--- config.mk ---
export PLATFORM = sky130hd
export DESIGN_NAME = mc_control_fsm_flat
export DESIGN_NICKNAME = d
export VERILOG_FILES = /design/src/rtl/mc_control_fsm_pkg.sv /design/src/rtl/mc_control_fsm_if.sv /design/src/rtl/mc_control_fsm_alu_dec.sv /design/src/rtl/mc_control_fsm.sv /design/src/flat_wrapper.sv
export SDC_FILE = /design/constraint.sdc
export NUM_CORES = 1
export LEC_CHECK = 0
export BUFFER_PORTS_ARGS = -buffer_cell sky130_fd_sc_hd__clkbuf_2
export CORE_MARGIN = 1.5
export CORE_UTILIZATION = 36
export DETAILED_ROUTE_END_ITERATION = 8
export PLACE_DENSITY = 0.74
export SETUP_SLACK_MARGIN = 0.15
export SYNTH_ARGS = -nofsm -noshare
export SYNTH_HDL_FRONTEND = slang
export SYNTH_SLANG_ARGS = --single-unit
export TNS_END_PERCENT = 20
--- constraint.sdc ---
create_clock -name clk -period 1.23 [get_ports clk]
set_clock_uncertainty 0.15 [all_clocks]
set_input_delay 0.123 -clock clk [delete_from_list [all_inputs] [get_ports clk]]
set_output_delay 0.123 -clock clk [all_outputs]
set_load 0.005 [all_outputs]
--- src/rtl/mc_control_fsm_pkg.sv ---
// ctrl_pkg: state encodings, opcodes, alu_control codes and alu_op codes shared by the multicycle control unit
package ctrl_pkg;
  typedef enum logic [3:0] {
    S_FETCH    = 4'd0,
    S_DECODE   = 4'd1,
    S_MEMADR   = 4'd2,
    S_MEMREAD  = 4'd3,
    S_MEMWB    = 4'd4,
    S_MEMWRITE = 4'd5,
    S_EXECR    = 4'd6,
    S_EXECI    = 4'd7,
    S_ALUWB    = 4'd8,
    S_JAL      = 4'd9,
`ifdef MC_CONTROL_JALR_EN
    S_BEQ      = 4'd10,
    S_JALR     = 4'd11,
    S_JALR_LINK = 4'd12
`else
    S_BEQ      = 4'd10
`endif
  } state_e;
  typedef enum logic [1:0] {
    ALU_OP_ADD   = 2'b00,
    ALU_OP_SUB   = 2'b01,
    ALU_OP_FUNCT = 2'b10
  } alu_op_e;
  localparam logic [6:0] OP_LOAD  = 7'b0000011;
  localparam logic [6:0] OP_STORE = 7'b0100011;
  localparam logic [6:0] OP_RTYPE = 7'b0110011;
  localparam logic [6:0] OP_ITYPE = 7'b0010011;
  localparam logic [6:0] OP_JAL   = 7'b1101111;
  localparam logic [6:0] OP_BEQ   = 7'b1100011;
  localparam logic [6:0] OP_JALR  = 7'b1100111;
  localparam logic [2:0] ALU_ADD = 3'b000;
  localparam logic [2:0] ALU_SUB = 3'b001;
  localparam logic [2:0] ALU_AND = 3'b010;
  localparam logic [2:0] ALU_OR  = 3'b011;
  localparam logic [2:0] ALU_SLT = 3'b100;
endpackage

--- src/rtl/mc_control_fsm_if.sv ---
// mc_control_fsm_if: instruction fields and zero flag in, datapath controls and debug state out; master=datapath side, slave=control unit
interface mc_control_fsm_if;
  logic [6:0] op;
  logic [2:0] funct3;
  logic       funct7b5;
  logic       zero;
  logic       pc_write;
  logic       adr_src;
  logic       mem_write;
  logic       ir_write;
  logic [1:0] result_src;
  logic [1:0] alu_src_a;
  logic [1:0] alu_src_b;
  logic [2:0] alu_control;
  logic [1:0] imm_src;
  logic       reg_write;
  logic       illegal_op;
  logic [3:0] state_o;
  modport master (
    output op, funct3, funct7b5, zero,
    input  pc_write, adr_src, mem_write, ir_write, result_src, alu_src_a, alu_src_b,
           alu_control, imm_src, reg_write, illegal_op, state_o
  );
  modport slave (
    input  op, funct3, funct7b5, zero,
    output pc_write, adr_src, mem_write, ir_write, result_src, alu_src_a, alu_src_b,
           alu_control, imm_src, reg_write, illegal_op, state_o
  );
endinterface

--- src/rtl/mc_control_fsm_alu_dec.sv ---
// alu_dec: combinational ALU decoder; in alu_op, funct3, op5, funct7b5; out alu_control
module alu_dec
  import ctrl_pkg::*;
(
  input  alu_op_e    alu_op,
  input  logic [2:0] funct3,
  input  logic       op5,
  input  logic       funct7b5,
  output logic [2:0] alu_control
);
  always_comb begin
    alu_control = alu_op == ALU_OP_SUB   ? ALU_SUB :
                  alu_op != ALU_OP_FUNCT ? ALU_ADD :
                  funct3 == 3'b000       ? ((op5 & funct7b5) ? ALU_SUB : ALU_ADD) :
                  funct3 == 3'b010       ? ALU_SLT :
                  funct3 == 3'b110       ? ALU_OR :
                  funct3 == 3'b111       ? ALU_AND : ALU_ADD;
  end
endmodule

--- src/rtl/mc_control_fsm.sv ---
// mc_control_fsm: multicycle RISC-V control FSM; ports clk, rst_n (async active-low), bus (mc_control_fsm_if.slave); MC_CONTROL_JALR_EN enables jalr
module mc_control_fsm
  import ctrl_pkg::*;
(
  input logic               clk,
  input logic               rst_n,
  mc_control_fsm_if.slave   bus
);
  state_e     state_q, state_d;
  alu_op_e    alu_op;
  logic       pc_update, branch, adr_src, mem_write, ir_write, reg_write, illegal;
  logic [1:0] result_src, src_a, src_b;
  logic [2:0] alu_control;
  always_comb begin
    state_d    = S_FETCH;
    pc_update  = 1'b0;
    branch     = 1'b0;
    adr_src    = 1'b0;
    mem_write  = 1'b0;
    ir_write   = 1'b0;
    reg_write  = 1'b0;
    illegal    = 1'b0;
    result_src = 2'b00;
    src_a      = 2'b00;
    src_b      = 2'b00;
    alu_op     = ALU_OP_ADD;
    case (state_q)
      S_FETCH: begin
        ir_write   = 1'b1;
        src_b      = 2'b10;
        result_src = 2'b10;
        pc_update  = 1'b1;
        state_d    = S_DECODE;
      end
      S_DECODE: begin
        src_a   = 2'b01;
        src_b   = 2'b01;
        state_d = (bus.op == OP_LOAD || bus.op == OP_STORE) ? S_MEMADR :
                  bus.op == OP_RTYPE ? S_EXECR :
                  bus.op == OP_ITYPE ? S_EXECI :
                  bus.op == OP_JAL   ? S_JAL :
                  bus.op == OP_BEQ   ? S_BEQ :
`ifdef MC_CONTROL_JALR_EN
                  bus.op == OP_JALR  ? S_JALR :
`endif
                  S_FETCH;
        illegal = state_d == S_FETCH;
      end
      S_MEMADR: begin
        src_a   = 2'b10;
        src_b   = 2'b01;
        state_d = bus.op[5] ? S_MEMWRITE : S_MEMREAD;
      end
      S_MEMREAD: begin
        adr_src = 1'b1;
        state_d = S_MEMWB;
      end
      S_MEMWB: begin
        result_src = 2'b01;
        reg_write  = 1'b1;
      end
      S_MEMWRITE: begin
        adr_src   = 1'b1;
        mem_write = 1'b1;
      end
      S_EXECR: begin
        src_a   = 2'b10;
        alu_op  = ALU_OP_FUNCT;
        state_d = S_ALUWB;
      end
      S_EXECI: begin
        src_a   = 2'b10;
        src_b   = 2'b01;
        alu_op  = ALU_OP_FUNCT;
        state_d = S_ALUWB;
      end
      S_ALUWB: reg_write = 1'b1;
      S_JAL: begin
        src_a     = 2'b01;
        src_b     = 2'b10;
        pc_update = 1'b1;
        state_d   = S_ALUWB;
      end
      S_BEQ: begin
        src_a  = 2'b10;
        alu_op = ALU_OP_SUB;
        branch = 1'b1;
      end
`ifdef MC_CONTROL_JALR_EN
      S_JALR: begin
        src_a      = 2'b10;
        src_b      = 2'b01;
        result_src = 2'b10;
        pc_update  = 1'b1;
        state_d    = S_JALR_LINK;
      end
      S_JALR_LINK: begin
        src_a      = 2'b01;
        src_b      = 2'b10;
        result_src = 2'b10;
        reg_write  = 1'b1;
      end
`endif
      default: state_d = S_FETCH;
    endcase
  end
  always_ff @(posedge clk or negedge rst_n) begin
    if (!rst_n) state_q <= S_FETCH;
    else        state_q <= state_d;
  end
  alu_dec u_alu_dec (
    .alu_op      (alu_op),
    .funct3      (bus.funct3),
    .op5         (bus.op[5]),
    .funct7b5    (bus.funct7b5),
    .alu_control (alu_control)
  );
  assign bus.pc_write    = rst_n & (pc_update | (branch & bus.zero));
  assign bus.ir_write    = rst_n & ir_write;
  assign bus.mem_write   = rst_n & mem_write;
  assign bus.reg_write   = rst_n & reg_write;
  assign bus.illegal_op  = rst_n & illegal;
  assign bus.adr_src     = adr_src;
  assign bus.result_src  = result_src;
  assign bus.alu_src_a   = src_a;
  assign bus.alu_src_b   = src_b;
  assign bus.alu_control = alu_control;
  assign bus.state_o     = state_q;
  assign bus.imm_src     = bus.op == OP_STORE ? 2'b01 :
                           bus.op == OP_BEQ   ? 2'b10 :
                           bus.op == OP_JAL   ? 2'b11 : 2'b00;
endmodule

--- src/flat_wrapper.sv ---
// flat-port wrapper written by rule: the top's interface ports become plain ports
module mc_control_fsm_flat import ctrl_pkg::*;
  (clk, rst_n, bus_op, bus_funct3, bus_funct7b5, bus_zero, bus_pc_write, bus_adr_src, bus_mem_write, bus_ir_write, bus_result_src, bus_alu_src_a, bus_alu_src_b, bus_alu_control, bus_imm_src, bus_reg_write, bus_illegal_op, bus_state_o);
  mc_control_fsm_if bus_i ();
  input logic clk;
  input logic rst_n;
  input wire logic [$bits(bus_i.op)-1:0] bus_op;
  input wire logic [$bits(bus_i.funct3)-1:0] bus_funct3;
  input wire logic [$bits(bus_i.funct7b5)-1:0] bus_funct7b5;
  input wire logic [$bits(bus_i.zero)-1:0] bus_zero;
  output wire logic [$bits(bus_i.pc_write)-1:0] bus_pc_write;
  output wire logic [$bits(bus_i.adr_src)-1:0] bus_adr_src;
  output wire logic [$bits(bus_i.mem_write)-1:0] bus_mem_write;
  output wire logic [$bits(bus_i.ir_write)-1:0] bus_ir_write;
  output wire logic [$bits(bus_i.result_src)-1:0] bus_result_src;
  output wire logic [$bits(bus_i.alu_src_a)-1:0] bus_alu_src_a;
  output wire logic [$bits(bus_i.alu_src_b)-1:0] bus_alu_src_b;
  output wire logic [$bits(bus_i.alu_control)-1:0] bus_alu_control;
  output wire logic [$bits(bus_i.imm_src)-1:0] bus_imm_src;
  output wire logic [$bits(bus_i.reg_write)-1:0] bus_reg_write;
  output wire logic [$bits(bus_i.illegal_op)-1:0] bus_illegal_op;
  output wire logic [$bits(bus_i.state_o)-1:0] bus_state_o;
  assign bus_i.op = bus_op;
  assign bus_i.funct3 = bus_funct3;
  assign bus_i.funct7b5 = bus_funct7b5;
  assign bus_i.zero = bus_zero;
  assign bus_pc_write = bus_i.pc_write;
  assign bus_adr_src = bus_i.adr_src;
  assign bus_mem_write = bus_i.mem_write;
  assign bus_ir_write = bus_i.ir_write;
  assign bus_result_src = bus_i.result_src;
  assign bus_alu_src_a = bus_i.alu_src_a;
  assign bus_alu_src_b = bus_i.alu_src_b;
  assign bus_alu_control = bus_i.alu_control;
  assign bus_imm_src = bus_i.imm_src;
  assign bus_reg_write = bus_i.reg_write;
  assign bus_illegal_op = bus_i.illegal_op;
  assign bus_state_o = bus_i.state_o;
  mc_control_fsm u_core (.clk(clk), .rst_n(rst_n), .bus(bus_i));
endmodule
==> metrics.md, run 1 <==
| Metric | Value |
|---|---|
| Status | finished, violations left |
| Violated checks | setup timing |
| GR Util met2 | 51.6% |
| Post-route ant nets | 0 |
| Vias in the first global route | 722 |
| Placer Congestion | approximately 0.87 |
| Post-synth top cells | nor2_1 (7), a21oi_1 (5), nor3_1 (5) |
| Critical path endpoint category | output pin |
| Critical R2R Capture | u_core.bus.state_o[3] |
| Clock sinks | 4 |
| Total grt overflow | 0 |
| Crit Reg-Reg Startpoint | u_core.bus.state_o[2] |
| CP Max Fanout | 4 |
| Max reg flops | 4 |
| Largest area contributor in the netlist | dfrtp_1 |
| Final WS setup | -0.468 ns |
| Worst reg-to-reg path cell count | 6 |
| Nets@finish | 149 |
| Hold Violations, Final | 0 |
| Distinct cells, synth | 34 |
| Top FF cell, synth | dfrtp_1 |
| Fillcell total | 65 |
| DR pass1 iterations | 4 |
| Slew margin rel. | between 70 and 80% |
| Fin. max-slew vios | 0 |
| TritonCTS clock tree | done |
| R2R Setup Slk | -0.36 ns |
| Synth async-reset ratio | 100% |
| DRT iter0 DRCs | 14 |
| # DRC | 0 |
| Min cycle time layout | between 1.5 and 2 ns |
| First-pass GRT wire length | 3.02 mm |
| #FFs+latches synth | 4 |
| Tcrit/Tclk final | 138% |
| Routed len/inst | approximately 15 um |
| Share of layout cells above drive strength 1 | between 60% and 70% |
| Worst setup path startpoint | u_core.bus.state_o[1] |
| Worst EP arrival | between 1 and 1.5 ns |
| Post-synthesis cell area | between 500 and 600 um2 |
| Vias per inst | roughly 5.4 |
| Hold Path Sink | u_core.bus.state_o[2] |
| Final Setup Violations | 21 |
| Clock-pin slew on the worst setup and hold paths | 0.04 ns |
| Hold WC Path Type | in2reg |
| Largest cells by area after synthesis | dfrtp_1 (19%), nand4bb_4 (5.4%), nor2_1 (5.1%), a21oi_1 (4.9%), nor3_1 (4.9%) |
| Syn_nets | between 80 and 90 |
| Cells after synthesis | 68 |
| Worst Min Path Start | bus_op[6] |
| Starting Density | around two fifths |
| Hold path depth | 3 |
| Startpoint types | register |
| Max Cap Violations | 0 |
| Final wirelength | approximately 2.3 mm |
| Root Driver | clkbuf_4 |
| Port Buffers | 34 |
| Cell Rows | 13 |
| Max VDD drop | ~0.0013 V |
| Actual slew at the worst max-slew pin | between 0.4 and 0.5 ns |
| Die height | 40.8 um |
| DP HPWL | 1.41 mm |
| Syn_area_per_cell | around 7.6 um2 |
| RSZ-0062 raised after global routing | true |
| Insertion delay to the later sink of the worst-skew pair | 0.23 ns |
| Synth top area share | between 10% and 20% |
| Gr usage total | around 28% |
| GR met3 Demand/Resource | approximately 2.7% |
| Total Die Area | roughly 1700 um2 |
| Leakage power | ~0.55 nW |
| Number of diodes | 0 |
| Core Region | between 1000 and 1500 um2 |
| Power Density | between 1000 and 1500 nW/um2 |
| Total number of vias | ~800 |
| Max Fclk | around 590 MHz |
| Post-synthesis sequential area ratio | between 10% and 20% |
| Io pins | 35 |
| Chip Width | ~41 um |
| Crit Path Class | reg2out |
| Power Total | about 1.4 mW |
| Clock Path Buffers | 2 |
| Total CTS buffers | 3 |
| Busiest grt layer | met2 |
| Largest net degree at the start of global routing | 13 |
| YS warnings | 0 |
| Max H-tree Level | 1 |
| Required time of the worst setup path | ~0.96 ns |
| Count leader, synth | nor2_1 |
| TNS Setup | -6.65 ns |
| Initial antenna violation count | 0 |
| M1 GR Usage | between 30% and 40% |
| P&R area growth vs syn | 118% |
| Post-synth EDFFs | 0 |
-- per-stage QoR --
step / worst slack [ns] / hold WS (ns) / std cells / area [um2] / utilization (%)
2_1_floorplan: -0.111 / -0.323 / 68 / 577 / -
3_3_place_gp: -0.196 / -0.181 / 136 / 910 / 69.0
3_5_place_dp: -0.213 / -0.182 / 136 / 910 / 69.0
6_report: -0.468 / 0.0946 / 149 / 1120 / 85.2
5_1_grt: -0.517 / 0.0767 / 149 / 1120 / 85.2
4_1_cts: -0.451 / 0.0584 / 144 / 1040 / 79.3
-- placed cells by master, fill, tap and decap left out, types with 2 or more instances in the layout --
master     instances
inv_1              3
clkbuf_4           3
dfrtp_2            4
o21a_1             2
nor2_1             5
nor3_1             2
a21oi_2            3
nand3_1            2
buf_2              7
nor3_2             3
clkbuf_2          23
xnor2_1            2
buf_4             26
xor2_1             2
a2111oi_2          2
a21boi_1           2
nor2_2             2
buf_6              6
buf_12             2
nand2b_1           2
a21oi_1            2
nand2_1            4
-- what timing repair did --
| item | in CTS | in global routing |
|---|---|---|
| pin swaps | 4 | 8 |
| setup endpoints to repair | 25 | 25 |
| hold buffers | 1 | 0 |
| gates resized for setup | 17 | 17 |
| setup buffers | 3 | 5 |
| endpoints found under the hold margin | 4 | 0 |
-- cells by family (layout without fill, tap and decap cells) --
| family | count (synthesis) | in the layout | share of synthesized area (%) |
|---|---|---|---|
| simple gates | 37 | 37 | 45.5 |
| compound gates | 16 | 16 | 21.9 |
| buf+inv | 7 | 73 | 6.33 |
| xor+xnor | 4 | 4 | 6.81 |
| flops | 4 | 4 | 19.5 |
-- final cells by class --
| cell class | instances | area, um2 | share of cell area (%) |
|---|---|---|---|
| Timing Repair Buffer | 66 | 478 | 42.6 |
| Inverter | 3 | 11.3 | 1.00 |
| Tap cell | 15 | 18.8 | 1.67 |
| Multi-Input combinational cell | 57 | 483 | 43.0 |
| Clock buffer | 4 | 26.3 | 2.34 |
| Sequential cell | 4 | 105 | 9.36 |
-- how the worst max path moves through the flow --
stage | depth (start not counted) | endpoint
after floorplan | 4 | bus_pc_write
after global routing | 5 | bus_illegal_op
after global placement | 3 | u_core.bus.state_o[2]
after CTS | 4 | bus_pc_write
final | 5 | bus_illegal_op
after detailed placement | 3 | u_core.bus.state_o[2]
-- routing by layer --
metal	wire, um	vias up	share of wire, %
li1	-	383	-
met1	959	389	42
met2	1200	25	53
met3	94	4	4.1
met4	22	0	0.97
met5	0	-	0
-- report_power, final --
part | internal, mW | leakage [nW] | switching (mW)
clock | 0.122 | 0.0150 | 0.0620
combinational | 0.579 | 0.487 | 0.421
sequential | 0.158 | 0.0474 | 0.0482
-- critical path: stages (launching register included) --
cell	delay (ns)
dfrtp_2	0.43
and2b_1	0.25
buf_4	0.13
nand3_1	0.09
nor3_2	0.15
clkbuf_2	0.14
Power figures use the tool's default switching activity.
==> run 2: changes to the inputs <==
--- a/config.mk
+++ b/config.mk
@@ -5,12 +5,14 @@
 export SDC_FILE = /design/constraint.sdc
 export NUM_CORES = 1
 export LEC_CHECK = 0
+export ABC_AREA = 1
 export BUFFER_PORTS_ARGS = -buffer_cell sky130_fd_sc_hd__clkbuf_2
 export CORE_MARGIN = 1.5
-export CORE_UTILIZATION = 36
+export CORE_UTILIZATION = 34
 export DETAILED_ROUTE_END_ITERATION = 8
-export PLACE_DENSITY = 0.74
+export PLACE_DENSITY = 0.72
 export SETUP_SLACK_MARGIN = 0.15
+export SLEW_MARGIN = 10
 export SYNTH_ARGS = -nofsm -noshare
 export SYNTH_HDL_FRONTEND = slang
 export SYNTH_SLANG_ARGS = --single-unit
==> run 2 against run 1 <==
  * The flow still finishes with violations (setup timing)
  * Sequential cell count stayed put
  * Area after synthesis is 7.8% lower
  * Via count is 13% lower
  * Global-route usage is 8.4 points lower
  * Combinational power is 32% lower
  * Fmax is 7.7% higher
  * Critical path depth is 1 higher
  * Register-to-register slack better by 0.28 ns
  * Sequential power hardly changed
  * Critical path type unchanged
  * Critical endpoint unchanged
  * Largest cell class unchanged
==> metrics.md, run 2 <==
| Metric | Value |
|---|---|
| Actual slew at the worst max-slew pin | 0.208 ns (was 0.442 ns) |
| Busiest grt layer | met2 (unchanged) |
| Distinct cells, synth | 18 (was 34) |
| Tcrit/Tclk final | 128% (was 138%) |
| Startpoint types | register (unchanged) |
| #FFs+latches synth | 4 (unchanged) |
| Fillcell total | 121 (was 65) |
| Core Region | 1300 um2 (was 1320 um2) |
| Post-route ant nets | 0 (unchanged) |
| Largest delay share family, worst path | flip-flops (was simple AND/OR/NAND/NOR gates) |
| Total CTS buffers | 3 (unchanged) |
| Largest cells by area after synthesis | nand2_1 (21%), dfrtp_1 (21%), nor2_1 (15%), inv_1 (11%), inv_2 (3.2%) (was dfrtp_1 (19%), nand4bb_4 (5.4%), nor2_1 (5.1%), a21oi_1 (4.9%), nor3_1 (4.9%)) |
| DR pass1 iterations | 4 (unchanged) |
| Vias per inst | 4.49 (was 5.38) |
| GR met3 Demand/Resource | 5.00% (was 2.72%) |
| Cell Rows | 13 (unchanged) |
| Clock Path Buffers | 2 (unchanged) |
| Number of diodes | 0 (unchanged) |
| Max Fclk | 634 MHz (was 589 MHz) |
| Max Cap Violations | 0 (unchanged) |
| Count leader, synth | nand2_1 (was nor2_1) |
| Starting Density | 36.4% (was 39.0%) |
| Worst EP arrival | 1.30 ns (was 1.43 ns) |
| Chip Width | 40.3 um (was 40.8 um) |
| Largest area contributor in the netlist | nand2_1 (was dfrtp_1) |
| Syn_area_per_cell | 5.45 um2 (was 7.56 um2) |
| CP bufs+invs | 2 (unchanged) |
| Die height | 40.3 um (was 40.8 um) |
| Critical path's most frequent cell | nor2_4 |
| Port Buffers | 34 (unchanged) |
| Post-synth top cells | nand2_1 (27), nor2_1 (19), inv_1 (14) (was nor2_1 (7), a21oi_1 (5), nor3_1 (5)) |
| Min cycle time layout | 1.58 ns (was 1.70 ns) |
| Most frequent cells in the layout | clkbuf_2 (25), nand2_1 (23), buf_4 (15), nor2_1 (13), inv_1 (12) (was buf_4 (26), clkbuf_2 (23), buf_2 (7), buf_6 (6), nor2_1 (5)) |
| Post-synthesis cell area | 474 um2 (was 514 um2) |
| DP HPWL | 1.11 mm (was 1.41 mm) |
| CP cell instances | nor2_4, inv_2, nor2_4, nand3_2, nor2_1, buf_2 (was and2b_1, buf_4, nand3_1, nor3_2, clkbuf_2) |
| Final Setup Violations | 19 (was 21) |
| Syn_nets | 101 (was 82) |
| Power Density | 1200 nW/um2 (was 1240 nW/um2) |
| Initial antenna violation count | 0 (unchanged) |
| YS warnings | 0 (unchanged) |
| Hold Violations, Final | 0 (unchanged) |
| Power Total | 1.07 mW (was 1.39 mW) |
| Critical path endpoint category | output pin (unchanged) |
| Insertion delay to the later sink of the worst-skew pair | 0.24 ns (was 0.23 ns) |
| Synth top area share | 21.4% (was 19.5%) |
| Vias in the first global route | 528 (was 722) |
| DRT iter0 DRCs | 3 (was 14) |
| Gr usage total | 19.1% (was 27.5%) |
| Slew margin rel. | 86.0% (was 70.1%) |
| Largest net degree at the start of global routing | 7 (was 13) |
| Total number of vias | 700 (was 801) |
| RSZ-0062 raised after global routing | true (unchanged) |
| Cells after synthesis | 87 (was 68) |
| M1 GR Usage | 22.3% (was 30.0%) |
| # DRC | 0 (unchanged) |
| Nets@finish | 156 (was 149) |
| Clock sinks | 4 (unchanged) |
| Status | finished, violations left (unchanged) |
| Routed len/inst | 9.09 um (was 15.3 um) |
| Top FF cell, synth | dfrtp_1 (unchanged) |
| CP Max Fanout | 4 (unchanged) |
| Total Die Area | 1630 um2 (was 1660 um2) |
| CP max stage cell | dfrtp_2 (unchanged) |
| Io pins | 35 (unchanged) |
| Synth async-reset ratio | 100% (unchanged) |
| Share of layout cells above drive strength 1 | 58.2% (was 67.9%) |
| TritonCTS clock tree | done (unchanged) |
| Final WS setup | -0.347 ns (was -0.468 ns) |
| Max VDD drop | 0.00125 V (was 0.00135 V) |
| P&R area growth vs syn | 86.8% (was 118%) |
| Post-synth EDFFs | 0 (unchanged) |
| Final wirelength | 1.42 mm (was 2.28 mm) |
| Fin. max-slew vios | 0 (unchanged) |
| Root Driver | clkbuf_4 (unchanged) |
| Delay of the slowest critical-path stage | 0.45 ns (was 0.43 ns) |
| First-pass GRT wire length | 2.08 mm (was 3.02 mm) |
| Leading cell type in the layout, fill and taps excluded | clkbuf_2 (was buf_4) |
| Clock-pin slew on the worst setup and hold paths | 0.05 ns (was 0.04 ns) |
| Total grt overflow | 0 (unchanged) |
| Leakage power | 0.554 nW (was 0.550 nW) |
| Hold WC Path Type | in2reg (unchanged) |
| Max reg flops | 4 (unchanged) |
| Required time of the worst setup path | 0.96 ns (about the same) |
| Max H-tree Level | 1 (unchanged) |
| Crit Path Class | reg2out (unchanged) |
| Violated checks | setup timing (unchanged) |
| Placer Congestion | 0.796 (was 0.874) |
| Min Hold Slack | 0.00765 ns (was 0.0946 ns) |
| Post-synthesis sequential area ratio | 21.1% (was 19.5%) |
| GR Util met2 | 34.9% (was 51.6%) |
## run 2: changes by cell type after synthesis, sizes merged, moves of 3 or more
cell	before	now
a21oi	5	0
nor2	7	22
inv	3	18
nand2b	3	0
buf	3	0
nor2b	3	0
nor3	5	2
nand2	4	29
## run 2: cell families after synthesis
| family | synth area share, % |
|---|---|
| flip-flops | 21.1 |
| buffers and inverters | 14.2 |
| AO/OA/AOI/OAI | 11.1 |
| AND/OR/NAND/NOR | 53.6 |
## run 2: worst reg2reg max path, delay by kind of cell, from the launching register on
family                 cells  cell delay (ns)
AND/OR/NAND/NOR            3             0.31
buffers and inverters      2             0.20
flip-flops                 1             0.45
AO/OA/AOI/OAI              1             0.11
## run 2: power breakdown
part	total (mW)	internal (mW)	switching, mW
clock	0.183	0.122	0.0610
combinational	0.676	0.347	0.329
sequential	0.206	0.158	0.0480
## run 2: cell type report
cell class | count | area (um2) | share of cell area (%)
Multi-Input combinational cell | 65 | 377 | 42.5
Tap cell | 15 | 18.8 | 2.12
Timing Repair Buffer | 50 | 293 | 33.1
Clock buffer | 4 | 26.3 | 2.97
Inverter | 18 | 67.6 | 7.63
Sequential cell | 4 | 104 | 11.7
## run 2: repair_timing
| action | in CTS | in global routing |
|---|---|---|
| hold endpoints to repair | 4 | 0 |
| pin swaps | 4 | 8 |
| gates resized for setup | 8 | 20 |
| setup buffers | 2 | 1 |
| hold buffers | 1 | 0 |
| endpoints found under the setup margin | 24 | 25 |
## run 2: final timing paths
kind,startpoint,endpoint,slack [ns],cells past startpoint
worst min register to register,u_core.bus.state_o[0],u_core.bus.state_o[2],0.50,2
worst min-delay path,bus_op[4],u_core.bus.state_o[2],0.008,3
worst max register to register,u_core.bus.state_o[2],u_core.bus.state_o[2],-0.08,6
worst max-delay path,u_core.bus.state_o[2],bus_illegal_op,-0.35,6
min in group asynchronous,rst_n,u_core.bus.state_o[2],0.15,2
max in group asynchronous,rst_n,u_core.bus.state_o[0],0.59,2
## run 2: stage by stage
stage / setup TNS (ns) / util (%) / setup WS, ns / instances / cell area (um2)
finish: -4.11 / 68.1 / -0.347 / 156 / 886
global route: -5.59 / 68.1 / -0.411 / 156 / 886
CTS: -4.19 / 64.2 / -0.356 / 155 / 836
detailed placement: -0.696 / 58.5 / -0.111 / 148 / 761
global placement: -0.574 / 58.5 / -0.101 / 148 / 761
floorplan: 0 / - / 0.0114 / 87 / 482
## run 2: layer usage
metal	wire [um]	part of all wire (%)
met1	608	43
met2	738	52
met3	71	5.0
met4	0	0
met5	0	0
==> run 3: changes to the inputs <==
--- a/config.mk
+++ b/config.mk
@@ -11,6 +11,7 @@
 export CORE_UTILIZATION = 34
 export DETAILED_ROUTE_END_ITERATION = 8
 export PLACE_DENSITY = 0.72
+export REMOVE_ABC_BUFFERS = 1
 export SETUP_SLACK_MARGIN = 0.15
 export SLEW_MARGIN = 10
 export SYNTH_ARGS = -nofsm -noshare
==> run 3 against run 2 <==
  * Critical path depth stayed put
  * Wire length increased by 13%
  * Sequential share of layout area fell by 0.61 points
  * Fmax hardly changed
  * Cell count up 1.3%
  * Worst setup slack worse by 0.0015 ns
  * Register-to-register slack worse by 0.15 ns
  * Sequential power rose by 5%
  * Critical path type unchanged
  * The flow still finishes with violations (setup timing)
  * Combinational power rose by 17%
  * Largest power group unchanged
==> metrics.md, run 3 (synthesis results as in run 2) <==
| Metric | Value |
|---|---|
| Cell Rows | 13 (unchanged) |
| M1 GR Usage | 21.8% (was 22.3%) |
| RSZ-0062 raised after global routing | true (unchanged) |
| # DRC | 0 (unchanged) |
| Total grt overflow | 0 (unchanged) |
| Delay of the slowest critical-path stage | 0.45 ns (about the same) |
| Port Buffers | 34 (unchanged) |
| Initial antenna violation count | 0 (unchanged) |
| Worst reg-to-reg path cell count | 8 (was 6) |
| Vias in the first global route | 589 (was 528) |
| Violated checks | setup timing (unchanged) |
| GR Util met2 | 42.9% (was 34.9%) |
| CP cell instances | nor2_4, inv_2, nor2_4, inv_2, o211ai_1, buf_2 (was nor2_4, inv_2, nor2_4, nand3_2, nor2_1, buf_2) |
| Nets@finish | 159 (was 156) |
| Number of diodes | 0 (unchanged) |
| Fillcell total | 118 (was 121) |
| Pre-CTS WS | -0.138 ns (was -0.111 ns) |
| Crit Path Class | reg2out (unchanged) |
| Vias per inst | 4.57 (was 4.49) |
| Min Hold Slack | 0.000964 ns (was 0.00765 ns) |
| Routed len/inst | 10.2 um (was 9.09 um) |
| Die height | 40.3 um (unchanged) |
| Max Cap Violations | 0 (unchanged) |
| Critical R2R Capture | u_core.bus.state_o[2] (unchanged) |
| CP max stage cell | dfrtp_2 (unchanged) |
| Hold WC Path Type | in2reg (unchanged) |
| Multi-input gate area | 400 um2 (was 377 um2) |
| TritonCTS clock tree | done (unchanged) |
| Fin. max-slew vios | 0 (unchanged) |
| Total number of vias | 722 (was 700) |
| Io pins | 35 (unchanged) |
| CP bufs+invs | 3 (was 2) |
| Busiest grt layer | met2 (unchanged) |
| Core Region | 1300 um2 (unchanged) |
| Final Setup Violations | 20 (was 19) |
| Largest delay share family, worst path | flip-flops (unchanged) |
| Max reg flops | 4 (unchanged) |
| Gr usage total | 22.2% (was 19.1%) |
| Clock Path Buffers | 2 (unchanged) |
| Power Total | 1.18 mW (was 1.07 mW) |
| Slew margin rel. | 75.8% (was 86.0%) |
| R2R Setup Slk | -0.23 ns (was -0.08 ns) |
| Hold Violations, Final | 0 (unchanged) |
| Setup crit end | bus_alu_src_b[0] (was bus_illegal_op) |
| CP Max Fanout | 4 (unchanged) |
| Largest net degree at the start of global routing | 7 (unchanged) |
| DRT iter0 DRCs | 11 (was 3) |
| Max VDD drop | 0.000940 V (was 0.00125 V) |
| Required time of the worst setup path | 0.96 ns (about the same) |
| Min cycle time layout | 1.58 ns (about the same) |
| Placer Congestion | 0.753 (was 0.796) |
| Starting Density | 36.4% (unchanged) |
| Power Density | 1270 nW/um2 (was 1200 nW/um2) |
| Clock-pin slew on the worst setup and hold paths | 0.04 ns (was 0.05 ns) |
| DR pass1 iterations | 4 (unchanged) |
| Root Driver | clkbuf_4 (unchanged) |
| Chip Width | 40.3 um (unchanged) |
| DP HPWL | 1.16 mm (was 1.11 mm) |
| Critical path endpoint category | output pin (unchanged) |
| Actual slew at the worst max-slew pin | 0.360 ns (was 0.208 ns) |
| Final WS setup | -0.349 ns (was -0.347 ns) |
| Max Fclk | 633 MHz (was 634 MHz) |
| Status | finished, violations left (unchanged) |
| Most frequent cells in the layout | clkbuf_2 (27), nand2_1 (20), buf_4 (18), nor2_1 (13), inv_1 (12) (was clkbuf_2 (25), nand2_1 (23), buf_4 (15), nor2_1 (13), inv_1 (12)) |
| Insertion delay to the later sink of the worst-skew pair | 0.25 ns (was 0.24 ns) |
| Startpoint types | register (unchanged) |
| First-pass GRT wire length | 2.31 mm (was 2.08 mm) |
| Post-route ant nets | 0 (unchanged) |
| Register Area | 104 um2 (unchanged) |
| Leading cell type in the layout, fill and taps excluded | clkbuf_2 (unchanged) |
| GR met3 Demand/Resource | 1.67% (was 5.00%) |
| Share of layout cells above drive strength 1 | 60.1% (was 58.2%) |
| Total Die Area | 1630 um2 (unchanged) |
| Critical path depth | 6 (unchanged) |
| Worst EP arrival | 1.31 ns (was 1.30 ns) |
| Crit Reg-Reg Startpoint | u_core.bus.state_o[3] (was u_core.bus.state_o[2]) |
| P&R area growth vs syn | 97.1% (was 86.8%) |
| Max H-tree Level | 1 (unchanged) |
| Worst setup path startpoint | u_core.bus.state_o[3] (was u_core.bus.state_o[2]) |
| Clock sinks | 4 (unchanged) |
| Leakage power | 0.568 nW (was 0.554 nW) |
| Tcrit/Tclk final | 128% (about the same) |
| Final wirelength | 1.61 mm (was 1.42 mm) |
| Total CTS buffers | 3 (unchanged) |
[run 3: cell types whose count changed in the layout (fill, tap and decap cells not counted), sizes merged]
cell	change
buf	+1
clkbuf	+1
[run 3: worst min-delay path by stage]
stage               startpoint                    end  slack [ns]  cells after the start
floorplan                rst_n  u_core.bus.state_o[0]       -0.32                      0
global placement         rst_n  u_core.bus.state_o[2]       -0.20                      1
detailed placement       rst_n  u_core.bus.state_o[2]       -0.20                      1
CTS                  bus_op[4]  u_core.bus.state_o[2]       0.005                      3
global route         bus_op[4]  u_core.bus.state_o[2]        0.02                      3
finish               bus_op[4]  u_core.bus.state_o[2]       0.001                      3
[run 3: repair_timing]
item	4_1_cts	5_1_grt
buffers inserted	1	3
setup endpoints to repair	23	25
hold buffers	1	0
hold endpoints to repair	4	0
pin swaps	10	9
resized for setup	22	15
[run 3: report_power, final]
part | switching [mW] | leakage (nW) | total [mW] | internal (mW)
Sequential | 0.0575 | 0.0491 | 0.216 | 0.158
Clock | 0.0683 | 0.0138 | 0.178 | 0.110
Combinational | 0.366 | 0.505 | 0.790 | 0.424
Total | 0.491 | 0.568 | 1.18 | 0.692
[run 3: metrics by stage]
| stage | setup TNS (ns) | instances | utilization [%] | instance area (um2) |
|---|---|---|---|---|
| after global placement | -0.616 | 150 | 59.0 | 768 |
| after global routing | -6.15 | 158 | 71.8 | 935 |
| after CTS | -4.42 | 155 | 67.2 | 875 |
| after floorplan | -0.0703 | 87 | - | 474 |
| after detailed placement | -0.830 | 150 | 59.0 | 768 |
| final | -4.83 | 158 | 71.8 | 935 |
[run 3: worst register-to-register path: stages (launching register included)]
cell and delay, ns:
dfrtp_2 0.45, nor2_4 0.15, inv_2 0.07, nor2_4 0.11, buf_4 0.12, buf_4 0.09, buf_4 0.10, nand2_1 0.05
o21ai_2 0.11
[run 3: metal layers]
metal | part of all wire (%) | vias to the layer above | routed length, um
met5 | 0 | - | 0
met4 | 1.4 | 0 | 23
met3 | 5.2 | 3 | 83
met2 | 55 | 30 | 875
met1 | 39 | 309 | 622
li1 | - | 380 | -
[run 3: area by class of cell]
cell class	count	area share (%)
Multi-Input combinational cell	65	42.8
Timing Repair Buffer	53	34.4
Sequential cell	4	11.1
Inverter	18	7.23
Clock buffer	3	2.41
Tap cell	15	2.01
